==> src/rtl/mem_port_arbiter.sv <==
// Two-requester arbiter for the single unified memory port.
// P (control/datapath) and D (debug/loader) share one memory bus; each access is
// latched in IDLE, held on the bus through BUSY and acknowledged for one cycle in DONE.
// Optional build macro ARB_RR_EN: round-robin tie-breaking instead of fixed P-over-D.
module mem_port_arbiter #(
  parameter int unsigned ADDR_W  = 16,
  parameter int unsigned DATA_W  = 16,
  parameter int unsigned MEM_LAT = 2
) (
  input  logic              CLK,
  input  logic              Reset,
  input  logic              p_req_i,
  input  logic              p_we_i,
  input  logic [ADDR_W-1:0] p_addr_i,
  input  logic [DATA_W-1:0] p_wdata_i,
  output logic [DATA_W-1:0] p_rdata_o,
  output logic              p_ack_o,
  output logic              p_stall_o,
  input  logic              d_req_i,
  input  logic              d_we_i,
  input  logic [ADDR_W-1:0] d_addr_i,
  input  logic [DATA_W-1:0] d_wdata_i,
  output logic [DATA_W-1:0] d_rdata_o,
  output logic              d_ack_o,
  output logic [ADDR_W-1:0] mem_addr_o,
  output logic [DATA_W-1:0] mem_wdata_o,
  output logic              mem_we_o,
  input  logic [DATA_W-1:0] mem_rdata_i,
  output logic [1:0]        owner_o
);

  typedef enum logic [1:0] {StIdle, StBusy, StDone} state_e;

  localparam logic [1:0] OwnNone = 2'b00;
  localparam logic [1:0] OwnP    = 2'b01;
  localparam logic [1:0] OwnD    = 2'b10;
  localparam logic [3:0] LatRd   = 4'(MEM_LAT);

  state_e              state_q, state_d;
  logic [1:0]          owner_q, owner_d;
  logic [ADDR_W-1:0]   addr_q, addr_d;
  logic [DATA_W-1:0]   wdata_q, wdata_d;
  logic                we_q, we_d;
  logic [3:0]          cnt_q, cnt_d;
  logic [DATA_W-1:0]   p_rdata_q, p_rdata_d;
  logic [DATA_W-1:0]   d_rdata_q, d_rdata_d;
  logic                grant_p;
  logic                sel_we;

`ifdef ARB_RR_EN
  // 1 when D took the most recent grant; the other requester wins the next tie
  logic last_d_q;

  // Tie-break: P wins unless D is alone or P won last time
  always_comb grant_p = p_req_i & (~d_req_i | last_d_q);

  // Remember the winner of each grant
  always_ff @(posedge CLK or posedge Reset) begin
    if (Reset) begin
      last_d_q <= 1'b1;
    end else if (state_q == StIdle && (p_req_i || d_req_i)) begin
      last_d_q <= ~grant_p;
    end
  end
`else
  // Fixed priority: P always beats D
  assign grant_p = p_req_i;
`endif

  assign sel_we = grant_p ? p_we_i : d_we_i;

  // State and transaction registers
  always_ff @(posedge CLK or posedge Reset) begin
    if (Reset) begin
      state_q   <= StIdle;
      owner_q   <= OwnNone;
      addr_q    <= '0;
      wdata_q   <= '0;
      we_q      <= 1'b0;
      cnt_q     <= '0;
      p_rdata_q <= '0;
      d_rdata_q <= '0;
    end else begin
      state_q   <= state_d;
      owner_q   <= owner_d;
      addr_q    <= addr_d;
      wdata_q   <= wdata_d;
      we_q      <= we_d;
      cnt_q     <= cnt_d;
      p_rdata_q <= p_rdata_d;
      d_rdata_q <= d_rdata_d;
    end
  end

  // Next-state: grant in IDLE, count down in BUSY, single ack cycle in DONE
  always_comb begin
    state_d   = state_q;
    owner_d   = owner_q;
    addr_d    = addr_q;
    wdata_d   = wdata_q;
    we_d      = we_q;
    cnt_d     = cnt_q;
    p_rdata_d = p_rdata_q;
    d_rdata_d = d_rdata_q;
    unique case (state_q)
      StIdle: begin
        owner_d = OwnNone;
        if (p_req_i || d_req_i) begin
          owner_d = grant_p ? OwnP : OwnD;
          addr_d  = grant_p ? p_addr_i : d_addr_i;
          wdata_d = grant_p ? p_wdata_i : d_wdata_i;
          we_d    = sel_we;
          cnt_d   = sel_we ? 4'd1 : LatRd;
          state_d = StBusy;
        end
      end
      StBusy: begin
        cnt_d = cnt_q - 4'd1;
        if (cnt_q == 4'd1) begin
          if (!we_q) begin
            if (owner_q == OwnP) p_rdata_d = mem_rdata_i;
            else                 d_rdata_d = mem_rdata_i;
          end
          state_d = StDone;
        end
      end
      StDone: begin
        owner_d = OwnNone;
        state_d = StIdle;
      end
      default: state_d = StIdle;
    endcase
  end

  // Outputs decoded from registers; a write spends exactly one BUSY cycle, so
  // BUSY & we_q is the first-cycle write strobe and it drops with Reset at once.
  always_comb begin
    mem_addr_o  = addr_q;
    mem_wdata_o = wdata_q;
    mem_we_o    = (state_q == StBusy) && we_q;
    owner_o     = owner_q;
    p_ack_o     = (state_q == StDone) && (owner_q == OwnP);
    d_ack_o     = (state_q == StDone) && (owner_q == OwnD);
    p_rdata_o   = p_rdata_q;
    d_rdata_o   = d_rdata_q;
    p_stall_o   = p_req_i && !p_ack_o;
  end

endmodule

==> config.mk <==
export PLATFORM = sky130hd
export DESIGN_NAME = mem_port_arbiter
export DESIGN_NICKNAME = d
export VERILOG_FILES = /design/src/rtl/mem_port_arbiter.sv
export SDC_FILE = /design/constraint.sdc
export NUM_CORES = 1
export LEC_CHECK = 0
export CORE_MARGIN = 2
export CORE_UTILIZATION = 41
export CTS_CLUSTER_SIZE = 40
export DETAILED_ROUTE_END_ITERATION = 10
export GPL_TIMING_DRIVEN = 0
export PLACE_DENSITY = 0.81
export SYNTH_ARGS = -nofsm -noshare
export SYNTH_HDL_FRONTEND = slang
export SYNTH_SLANG_ARGS = --single-unit
==> constraint.sdc <==
create_clock -name CLK -period 3.2 [get_ports CLK]
set_input_delay 0.64 -clock CLK [delete_from_list [all_inputs] [get_ports CLK]]
set_output_delay 0.64 -clock CLK [all_outputs]
set_load 0.1 [all_outputs]
After elaboration in Yosys (flattened, before gate mapping)
Index checks and enable logic that the tools add are counted.
Widths: inputs -> output; s select.
{ "op_classes": {"addsub": 1, "multipliers": 0, "div": 0, "magnitude_cmp": 0, "n_eq_ne": 7, "shifts": 0, "mux": 12, "bitwise_logic": 2, "reduce_logical": 14} }
{ "op_table": {"columns": ["operator", "n"], "rows": [
  ["$mux 16", 2],
  ["$mux 2", 5],
  ["$pmux 2 s2", 2],
  ["$pmux 4 s2", 1],
  ["$reduce_and 4->1", 2],
  ["$reduce_and 2->1", 3],
  ["$eq 2x1->1 const B", 2],
  ["$eq 2x2->1 const B", 2],
  ["$eq 4x1->1 const B", 1],
  ["$logic_and 1x1->1", 4],
  ["$mux 4", 1],
  ["$ne 2x2->1 const B", 2],
  ["$reduce_bool 2->1", 2],
  ["$sub 4x1->4 const B", 1],
  ["$logic_not 2->1", 1],
  ["$not 1->1", 2],
  ["$logic_not 1->1", 1],
  ["$logic_or 1x1->1", 1],
  ["$mux 1", 1]
]} }
{ "totals": {"reg_bits": 73, "latch_bits": 0, "ramBits": 0, "mem_bits_ro": 0, "inputBits": 86, "output_inout_bits": 70, "elab_cells": 44, "mem_count": 0} }

Longest topological paths before layout
{ "depth": {"word_depth": 4, "mapped_depth": 6, "depth_no_buf": 5} }

Worst setup path after synthesis
OpenSTA, ideal clock, no wires.
{ "synth_timing": {"kind": "reg2out", "start": "reg owner_q[0], in the netlist owner_o[0]", "end": "out p_stall_o", "t_arrival_ps": 4909, "required_time_ps": 2560, "path_slack_ps": -2349, "stages_incl_launch_ff": 4, "path_buffers": 0, "path_cell_list": "dfrtp_1 > nand2b_1 > nor3b_1 > nor2_1"} }
{ "synth_between": {"elab_chain_cells": 4} }
{ "synth_rtl": {"columns": ["item", "line", "text"], "rows": [
  ["start: declaration", "40", "logic [1:0] owner_q, owner_d;"],
  ["start signal: assignment", "76", "owner_q <= OwnNone;"],
  ["start signal: assignment", "85", "owner_q <= owner_d;"],
  ["$eq 2x1->1", "142", "p_ack_o = (state_q == StDone) && (owner_q == OwnP);"],
  ["$logic_and 1x1->1", "142", null],
  ["named net p_ack_o", "17", "output logic p_ack_o,"],
  ["$logic_not 1->1", "146", "p_stall_o = p_req_i && !p_ack_o;"],
  ["$logic_and 1x1->1", "146", null],
  ["end: declaration", "18", "output logic p_stall_o,"]
]} }
The timed path passes the listed nets, and every way through them passes these cells.

Worst setup path in the final report
{ "layout_timing": {"start": "reg state_q[1]", "end": "out mem_we_o"} }
{ "layout_between": {"elab_chain_cells": 2} }
{ "layout_rtl": {"columns": ["item", "line", "text"], "rows": [
  ["start: declaration", "39", "state_e state_q, state_d;"],
  ["start signal: assignment", "75", "state_q <= StIdle;"],
  ["start signal: assignment", "84", "state_q <= state_d;"],
  ["$eq 2x1->1", "140", "mem_we_o = (state_q == StBusy) && we_q;"],
  ["$logic_and 1x1->1", "140", null],
  ["end: declaration", "27", "output logic mem_we_o,"]
]} }
No other way between the ends.

==> metrics.md <==
| Metric | Value |
|---|---|
| Unrepaired setup endpoints after global routing | `no` |
| Die width | `93.04 µm` |
| Clock-pin slew on the worst setup and hold paths | `~0.070 ns` |
| Inserted Diodes | `0` |
| Required time of the critical path | `2.56 ns` |
| Startpoint of the most critical hold path | `d_rdata_o[13]` |
| Status | `completed` |
| Setup violation total in the final timing report | `0` |
| Flops & latches, synth | `between 70 and 80` |
| Worst hold-check slack | `between 0.5 and 0.6 ns` |
| Inst Count DP | `a little over 500` |
| Hold Vio Cnt, Final | `0` |
| Average size of a mapped cell | `12.50 µm²` |
| Hold/Removal Path Class | `reg2reg` |
| Iteration-0 DRC Markers | `56` |
| Root buffer cell | `clkbuf_8` |
| Number of global-route vias before repair | `about 2800` |
| Worst slack after detailed placement | `-0.07872 ns` |
| Number of antenna violations at the first check in global routing | `0` |
| Highest achievable clock rate | `between 300 and 400 MHz` |
| Area of the core | `around 7700 µm²` |
| Worst slew margin | `a little under a third` |
| Reg-to-reg slack, setup | `1.02 ns` |
| I/O Buffers | `around 150` |
| H-tree depth | `3` |
| Top-Level Pins | `156` |
| Filler instances | `around 630` |
| Yosys warnings | `0` |
| Largest net degree at the start of global routing | `74` |
| Worst setup SP type | `flop` |
| Actual transition at the worst max-transition pin | `roughly 1.0 ns` |
| CTS buffer count | `9` |
| Die area | `a little under 9000 µm²` |
| Count of cells along the worst hold path | `1` |
| Starting density of the core | `42.29%` |
| Total global-route track usage | `around 20%` |
| Die Span Y | `between 90 and 100 µm` |
| Smallest setup slack after layout | `around 0.15 ns` |
| Clock tree from TritonCTS | `built` |
| Total via count after detailed routing | `about 2700` |
| Count of distinct cell types in the synthesized netlist | `32` |
| R2r startpoint | `cnt_q[1]` |
| Period minus WS final | `3.051 ns` |
| Layout-stage area growth over the synthesis result | `59.58%` |
| Placer congestion estimate | `about 0.76` |
| Top library cells by usage in the layout, fill and taps aside | `clkdlybuf4s50_1, dfrtp_1, o21ai_0` |
| Clock sinks | `73` |
| Number of nets in the layout | `around 500` |
| Worst-path fanout max | `7` |
| Critical Path End Type | `output pin` |
| Share of the clock period used by the worst path after layout | `about 95%` |
| Vias per cell | `a little over 5` |
| Clock insertion delay at the later pin of the skew report | `about 0.35 ns` |
| Number of violations of the max-capacitance limit | `0` |
| Worst Reg2Reg Path Length in Cells | `6` |
| Terminus of the critical flop-to-flop path | `p_rdata_o[7]` |
| Post-Layout Inst Area | `5187 µm²` |
| Hpwl dp | `about 6100 µm` |
| Number of nets with antenna violations after detailed routing | `0` |
| Clock tree buffer depth | `2` |
| Number of setup buffers added after CTS | `0` |
| Total wire length after detailed routing | `approximately 8200 µm` |
| Net count of the mapped netlist | `348` |
| Final routed wire length divided by cell count | `approximately 15 µm` |
| Post-Route Skew | `between 0.009 and 0.01 ns` |
| Commonest non-fill, non-tap cell in the layout | `clkdlybuf4s50_1` |
| Fraction of final layout cells with drive strength greater than 1 | `about 14%` |
| Hold bufs inserted after CTS | `0` |
| Post-Synthesis Cells | `260` |
| Hold Path Sink | `d_rdata_o[13]` |
| Placed cell areas | `between 4000 and 5000 µm²` |
| Placement row count | `32` |
| Setup CP Type | `reg2out` |
| Number of max-slew violations in the final report | `0` |
| Register area share after synthesis | `56.20%` |
| GR Overflow Total | `0` |
| Detailed-routing iteration count for the pre-antenna-repair pass | `4` |
| Non-Filler Instances | `between 500 and 600` |
| Mapped cell area | `about 3300 µm²` |
| Worst EP arrival | `2.41 ns` |
| Remaining design rule violation count | `0` |
| First-pass GRT wire length | `~13000 µm` |
[worst max-delay path by stage]
stage | to | cells past startpoint | slack, ns | from
3_5_place_dp | p_stall_o | 5 | -0.08 | p_req_i
5_1_grt | mem_we_o | 5 | 0.08 | state_q[0]
4_1_cts | p_ack_o | 3 | 0.02 | owner_o[1]
6_report | mem_we_o | 4 | 0.15 | state_q[1]
2_1_floorplan | p_stall_o | 3 | 0.12 | owner_o[1]
3_3_place_gp | owner_o[0] | 2 | -0.67 | Reset
[timing repair]
action | in CTS | in global routing
gates resized for setup | 1 | 1
endpoints found under the setup margin | 1 | 1
gates cloned | 0 | 0
[state kept, by name, indices dropped and copies added, names as in the netlist]
signal,cells
state_q,2
cnt_q,4
d_rdata_o,16
mem_wdata_o,16
we_q,1
mem_addr_o,16
p_rdata_o,16
owner_o,2
[area by class of cell]
cell class | instances | area (µm²) | area share, %
Timing Repair Buffer | 154 | 1543 | 29.74
Clock inverter | 5 | 102.6 | 1.978
Buffer | 18 | 87.58 | 1.688
Multi-Input combinational cell | 164 | 1336 | 25.76
Sequential cell | 73 | 1828 | 35.24
Tap cell | 102 | 127.6 | 2.460
Inverter | 5 | 21.27 | 0.4100
Clock buffer | 11 | 141.4 | 2.726
[stage by stage]
step                      util, %  setup TNS (ns)
after floorplan                 -               0
after global placement      64.26          -32.20
after detailed placement    64.29        -0.07872
after CTS                   67.45               0
after global routing        67.48               0
final                       67.48               0
[worst max-delay path: stages (launching register included)]
cell and delay (ns):
dfrtp_1 0.45, nand2b_1 0.17, clkbuf_2 0.17, nor2_1 0.11, clkdlybuf4s50_1 1.16
[metal layers]
metal	wire, µm	global-route usage, %
met5	0	0
met4	161	6.740
met3	499	5.238
met2	4211	32.61
met1	3315	24.51
[synthesized netlist by cell type (all sizes together)]
master | number | area share, %
nor2b | 2 | 0.38
dfrtp | 73 | 56
nor3 | 1 | 0.15
o21ai | 67 | 10
and2 | 1 | 0.19
mux2i | 32 | 9.9
nor4 | 1 | 0.65
a32o | 1 | 0.31
a311o | 1 | 0.31
nand2 | 3 | 0.35
nand4b | 1 | 0.73
xnor2 | 3 | 0.81
nand3b | 1 | 0.23
or2 | 1 | 0.19
o211ai | 1 | 0.23
inv | 5 | 0.58
buf | 6 | 1.2
mux2 | 32 | 12
clkbuf | 12 | 1.5
a2111oi | 1 | 0.46
nor3b | 1 | 0.23
ha | 2 | 0.77
nor2 | 6 | 0.69
or3b | 1 | 0.35
nand2b | 2 | 0.38
a21oi | 2 | 0.31
and4bb | 1 | 0.38
[logic make-up (layout without fill, tap and decap cells)]
group	Yosys count	count (layout)	synth area share, %
AND/OR/NAND/NOR	22	22	4.927
XOR/XNOR	3	3	0.8085
buffers and inverters	23	193	3.272
flip-flops	73	73	56.20
adder cells (fa/ha/maj)	2	2	0.7697
AO/OA/AOI/OAI	73	73	11.93
multiplexers	64	64	22.09
Power is left out: the tool's default activity adds up to more than one toggle a clock period on the data nets, which glitch-free logic cannot reach.
